### src/rtl/seq_restoring_div_if.sv
// Handshake and operand/result bundle for the sequential restoring divider.
// The requester drives start and the operands; the divider drives status and
// the registered results.
interface seq_restoring_div_if #(
    parameter int WIDTH = 4
);
    logic             start;
    logic [WIDTH-1:0] dividend;
    logic [WIDTH-1:0] divisor;
    logic             busy;
    logic             done;
    logic [WIDTH-1:0] quotient;
    logic [WIDTH-1:0] remainder;
    logic             div_by_zero;

    modport master (
        output start, dividend, divisor,
        input  busy, done, quotient, remainder, div_by_zero
    );

    modport slave (
        input  start, dividend, divisor,
        output busy, done, quotient, remainder, div_by_zero
    );
endinterface

### src/rtl/seq_restoring_div.sv
// Sequential unsigned restoring divider: one quotient bit per clock.
// IDLE accepts start, RUN performs WIDTH shift/trial-subtract iterations,
// DONE presents a one-cycle done pulse. A zero divisor skips RUN entirely and
// reports quotient all-ones, remainder = dividend and div_by_zero.
// Results are registered and only change on the edge that enters DONE.
module seq_restoring_div #(
    parameter int WIDTH = 4
) (
    input  logic                 clk,
    input  logic                 rst,
    seq_restoring_div_if.slave   bus
);

    localparam int CW = (WIDTH > 2) ? $clog2(WIDTH) : 1;
    localparam logic [CW-1:0] LAST_ITER = CW'(WIDTH - 1);

    localparam logic [1:0] S_IDLE = 2'd0;
    localparam logic [1:0] S_RUN  = 2'd1;
    localparam logic [1:0] S_DONE = 2'd2;

    logic [1:0]       r_state;
    logic [CW-1:0]    r_cnt;
    // The partial remainder is always below the divisor between iterations,
    // so only its low WIDTH bits need storing; the extra bit lives in the
    // trial subtraction inside f_restore_step.
    logic [WIDTH-1:0] r_rem;
    logic [WIDTH-1:0] r_q;
    logic [WIDTH-1:0] r_dvsr;
    logic [WIDTH-1:0] r_quotient;
    logic [WIDTH-1:0] r_remainder;
    logic             r_dbz;

    logic [WIDTH-1:0] w_rem_nxt;
    logic [WIDTH-1:0] w_q_nxt;

    // One restoring iteration: shift the next dividend bit into the partial
    // remainder, trial-subtract the divisor, keep the difference if it did not
    // borrow, and shift the resulting quotient bit into the working quotient.
    function automatic logic [2*WIDTH-1:0] f_restore_step(
        input logic [WIDTH-1:0] rem,
        input logic [WIDTH-1:0] q,
        input logic [WIDTH-1:0] dvsr
    );
        logic [WIDTH:0] t;
        logic [WIDTH:0] d;
        t = {rem, q[WIDTH-1]};
        d = t - {1'b0, dvsr};
        if (!d[WIDTH]) begin
            return {d[WIDTH-1:0], q[WIDTH-2:0], 1'b1};
        end
        return {t[WIDTH-1:0], q[WIDTH-2:0], 1'b0};
    endfunction

    // Next partial remainder and working quotient for the current iteration.
    always_comb begin
        {w_rem_nxt, w_q_nxt} = f_restore_step(r_rem, r_q, r_dvsr);
    end

    // Control FSM, iteration datapath and registered results.
    always_ff @(posedge clk or posedge rst) begin
        if (rst) begin
            r_state     <= S_IDLE;
            r_cnt       <= '0;
            r_rem       <= '0;
            r_q         <= '0;
            r_dvsr      <= '0;
            r_quotient  <= '0;
            r_remainder <= '0;
            r_dbz       <= 1'b0;
        end else begin
            case (r_state)
                S_IDLE: begin
                    if (bus.start) begin
                        r_dvsr <= bus.divisor;
                        if (bus.divisor == '0) begin
                            r_quotient  <= '1;
                            r_remainder <= bus.dividend;
                            r_dbz       <= 1'b1;
                            r_state     <= S_DONE;
                        end else begin
                            r_rem   <= '0;
                            r_q     <= bus.dividend;
                            r_cnt   <= '0;
                            r_state <= S_RUN;
                        end
                    end
                end
                S_RUN: begin
                    r_rem <= w_rem_nxt;
                    r_q   <= w_q_nxt;
                    r_cnt <= r_cnt + 1'b1;
                    if (r_cnt == LAST_ITER) begin
                        r_quotient  <= w_q_nxt;
                        r_remainder <= w_rem_nxt;
                        r_dbz       <= 1'b0;
                        r_state     <= S_DONE;
                    end
                end
                S_DONE: begin
                    r_state <= S_IDLE;
                end
                default: begin
                    r_state <= S_IDLE;
                end
            endcase
        end
    end

    assign bus.busy        = (r_state != S_IDLE);
    assign bus.done        = (r_state == S_DONE);
    assign bus.quotient    = r_quotient;
    assign bus.remainder   = r_remainder;
    assign bus.div_by_zero = r_dbz;

endmodule

### src/flat_wrapper.sv
// flat-port wrapper written by rule: the top's interface ports become plain ports
module seq_restoring_div_flat 
#(
    parameter int WIDTH = 4
)
  (clk, rst, bus_start, bus_dividend, bus_divisor, bus_busy, bus_done, bus_quotient, bus_remainder, bus_div_by_zero);
  seq_restoring_div_if #(.WIDTH(WIDTH)) bus_i ();
  input  logic clk;
  input  logic rst;
  input wire logic [$bits(bus_i.start)-1:0] bus_start;
  input wire logic [$bits(bus_i.dividend)-1:0] bus_dividend;
  input wire logic [$bits(bus_i.divisor)-1:0] bus_divisor;
  output wire logic [$bits(bus_i.busy)-1:0] bus_busy;
  output wire logic [$bits(bus_i.done)-1:0] bus_done;
  output wire logic [$bits(bus_i.quotient)-1:0] bus_quotient;
  output wire logic [$bits(bus_i.remainder)-1:0] bus_remainder;
  output wire logic [$bits(bus_i.div_by_zero)-1:0] bus_div_by_zero;
  assign bus_i.start = bus_start;
  assign bus_i.dividend = bus_dividend;
  assign bus_i.divisor = bus_divisor;
  assign bus_busy = bus_i.busy;
  assign bus_done = bus_i.done;
  assign bus_quotient = bus_i.quotient;
  assign bus_remainder = bus_i.remainder;
  assign bus_div_by_zero = bus_i.div_by_zero;
  seq_restoring_div #(.WIDTH(WIDTH)) u_core (.clk(clk), .rst(rst), .bus(bus_i));
endmodule
### config.mk
export PLATFORM = sky130hd
export DESIGN_NAME = seq_restoring_div_flat
export DESIGN_NICKNAME = d
export VERILOG_FILES = /design/src/rtl/seq_restoring_div_if.sv /design/src/rtl/seq_restoring_div.sv /design/src/flat_wrapper.sv
export SDC_FILE = /design/constraint.sdc
export NUM_CORES = 1
export LEC_CHECK = 0
export CELL_PAD_IN_SITES_DETAIL_PLACEMENT = 2
export CELL_PAD_IN_SITES_GLOBAL_PLACEMENT = 2
export CORE_ASPECT_RATIO = 1.4
export CORE_MARGIN = 2
export CORE_UTILIZATION = 33
export DETAILED_ROUTE_END_ITERATION = 12
export PLACE_DENSITY_LB_ADDON = 0.08
export SYNTH_ARGS = -nofsm -noshare
export SYNTH_HDL_FRONTEND = slang
export SYNTH_SLANG_ARGS = --single-unit
### constraint.sdc
create_clock -name clk -period 2.4 [get_ports clk]
set_input_delay 0.48 -clock clk [delete_from_list [all_inputs] [get_ports clk]]
set_output_delay 0.48 -clock clk [all_outputs]
set_load 0.1 [all_outputs]
==> results.md, run 1 <==
* Die ar. at 0.004686 sq mm
* Sequential area share after synthesis at 0.4570
* CTS clk-pin slew, worst paths at 0.09 ns
* CP Data Required Time at 2.55 ns
* Ys Warns at 0
* Share of cells above drive strength 1 at 0.1875
* Number of flops mapped to enable cells by yosys at 0
* FF-to-FF path depth at 8
* Floorplan Core Area at 0.003953 sq mm
* I/O pin count at 22
* Setup_tns at 0 ns
* CP endpoint kind: flop
* Max stage delay cell, worst path: fa_1
* Hold Path Depth at 1
* Clk buf depth at 2
* CP top delay family: adder cells
* WL per Instance at 18.59 microns
* Residual DRC at 0
* Post-CTS setup buffers at 0
* Hold Crit Class: flop to flop
* Clk_skew at 0.005162 ns
* Vias in the first global route at 1234
* Post-CTS Hold Buffers at 0
* Tot GR Track Use at 0.1864
* Post-layout min period at 2.198 ns
* Tcrit/Tclk final at 0.9160
* Final Core Density at 0.4191
* Synth area leaders: dfrtp_1 (46%), ha_1 (4.6%), nand2_1 (4.1%)
* CTS buffer count at 3
* Filler instances at 457
* CTS Root Cell: clkbuf_8
* Post-route cell area at 0.001657 sq mm
* RSZ-0062 raised after global routing: no
* Diode count at 0
* Gr ovfl total at 0
* Worst-Margin Slew at 0.5490 ns
* Routed vias at 1122
* Syn Area/Cell at 10.14 sq um
* Final #Nets at 178
* Maximum clock frequency at 0.4549 GHz
* Pins Over Slew Limit at 0
* Syn Std Cell Area at 0.001369 sq mm
* Min Hold Slack at 0.5041 ns
* Final setup viols at 0
* Most numerous cell in the Yosys netlist: dfrtp_1
* Dpl cell area at 0.001610 sq mm
* Max FO, Critical Path at 9
* Die Y at 80.21 microns
* Initial Utilization at 0.3463
* Outcome: complete, no violations
* Worst Path Arrival at 2.35 ns
* Via density at 5.527
* Pre-antenna DRT Iters at 2
* Cell mode on critical path: nand2b_1
* Later-pin clock latency in the skew report at 0.28 ns
* Post-synth ARST share at 1.000
* Syn Nets at 152
* Critical path class: flop to flop
* Top cells by count, synth: dfrtp_1 (25), nand2_1 (15), nor2_1 (12)
* Number of DRC markers in iteration 0 at 13
* CP peak stage delay at 0.41 ns
* Max-cap violations at 0
* Routed Antenna Nets at 0
* Unique cell type count in the Yosys netlist at 44
* Cells after synthesis at 135
* # rows at 27
* First-pass GRT wire length at 6451 microns
* Post-CTS Resized at 0
* Initial antenna violation count at 0
* CTS tree: yes
* P&R area growth vs syn at 21.02%
* H-tree depth at 1
* Final hold viol count at 0
* Die X at 58.43 microns
* Clock tree sinks at 25
* Ys flop type: dfrtp_1
* Pin count of the biggest net entering global routing at 26
* WL final at 3773 microns
* Buf/Inv on CP at 1
* Stages on the worst setup path at 8
* CP Launch Type: flop
* Relative slew slack at 0.6324
* I/O Buffers at 21
* Routability cong. at 0.7726
* Leading area contributor after synthesis: dfrtp_1
* Top-area cell type share of the netlist area at 0.4570
* CP cell instances: inv_1 > ha_1 > fa_1 > nand2b_1 > a21oi_4 > xor2_1 > nand2b_1 > a41oi_1
* Synth Register Bits at 25
* Hpwl dp at 2905 microns
-- metal layers --
| metal | part of all wire | GRT usage |
|---|---|---|
| met5 | 0 | 0 |
| met3 | 0.031 | 0.02738 |
| met2 | 0.55 | 0.3360 |
| met1 | 0.41 | 0.2231 |
| met4 | 0.012 | 0.05581 |
-- worst register-to-register path, cell delays in order, from the launching register on --
cell and delay (ns):
dfrtp_1 0.38, inv_1 0.07, ha_1 0.21, fa_1 0.41
nand2b_1 0.19, a21oi_4 0.26, xor2_1 0.26, nand2b_1 0.17
a41oi_1 0.12
-- path summary, 6_finish.rpt --
path / from / end / slack, ns
setup / recovery: u_core.r_q[3]$_DFFE_PP0P_ / u_core.bus.remainder[3]$_DFFE_PP0P_ / 0.20
hold / removal: u_core.bus.div_by_zero$_DFFE_PP0P_ / u_core.bus.div_by_zero$_DFFE_PP0P_ / 0.50
setup reg to reg: u_core.r_q[3]$_DFFE_PP0P_ / u_core.bus.remainder[3]$_DFFE_PP0P_ / 0.20
hold reg to reg: u_core.bus.div_by_zero$_DFFE_PP0P_ / u_core.bus.div_by_zero$_DFFE_PP0P_ / 0.50
max in group asynchronous: rst / u_core.r_rem[2]$_DFFE_PP0P_ / 1.58
min in group asynchronous: rst / u_core.bus.quotient[3]$_DFFE_PP0P_ / 0.56
-- cells in the final DEF (no fill, tap or decap), types with 2 or more instances in the layout --
master,synthesis,layout
clkdlybuf4s50_1,0,10
ha_1,5,5
nor2_1,12,12
o22a_1,3,3
a41oi_1,2,2
inv_1,8,8
nand2b_1,2,2
o21ai_0,7,7
a21oi_1,7,7
buf_4,1,16
nand3b_1,2,2
nand2_1,15,15
dfrtp_1,25,25
and3_1,2,2
or3_1,2,2
xor2_1,2,2
nand3_1,4,4
o21ai_1,4,4
clkbuf_8,0,3
mux2i_1,5,5
-- logic make-up (layout without fill, tap and decap cells) --
family / Yosys count / in the layout / synth area share
buffers and inverters: 13 / 38 / 0.04570
multiplexers: 6 / 6 / 0.04479
AND/OR/NAND/NOR: 49 / 49 / 0.1993
flip-flops: 25 / 25 / 0.4570
AO/OA/AOI/OAI: 33 / 33 / 0.1737
XOR/XNOR: 3 / 3 / 0.01920
adder cells (fa/ha/maj): 6 / 6 / 0.06033
-- registers in the layout, indices dropped and copies added, names as in the netlist --
register,cells
u_core.bus.div_by_zero,1
u_core.bus.quotient,4
u_core.bus.remainder,4
u_core.r_cnt,2
u_core.r_dvsr,4
u_core.r_q,4
u_core.r_rem,4
u_core.r_state,2
-- area by class of cell --
class / count / area, sq um / share of cell area
Multi-Input combinational cell: 97 / 680.7 / 0.4109
Sequential cell: 25 / 625.6 / 0.3776
Timing Repair Buffer: 26 / 220.2 / 0.1329
Tap cell: 43 / 53.80 / 0.03248
Clock buffer: 3 / 41.29 / 0.02492
Inverter: 8 / 30.03 / 0.01813
Clock inverter: 1 / 5.005 / 0.003021
-- stage by stage --
step / std cells / setup slack [ns]
detailed placement: 199 / 0.1984
global route: 203 / 0.03925
finish: 203 / 0.2016
floorplan: 135 / 0.08500
global placement: 199 / 0.3080
CTS: 203 / 0.1929
Power of run 1 is left out: the tool's default activity adds up to more than one toggle a clock period on the data nets, which glitch-free logic cannot reach.
==> run 2: changes to the inputs <==
--- a/config.mk
+++ b/config.mk
@@ -12,6 +12,7 @@
 export CORE_UTILIZATION = 33
 export DETAILED_ROUTE_END_ITERATION = 12
 export PLACE_DENSITY_LB_ADDON = 0.08
+export SKIP_LAST_GASP = 1
 export SYNTH_ARGS = -nofsm -noshare
 export SYNTH_HDL_FRONTEND = slang
 export SYNTH_SLANG_ARGS = --single-unit
==> results of run 2 <==
Final layout, timing and power as in run 1 (identical DEF).
Power of run 2 is left out for the same reason.
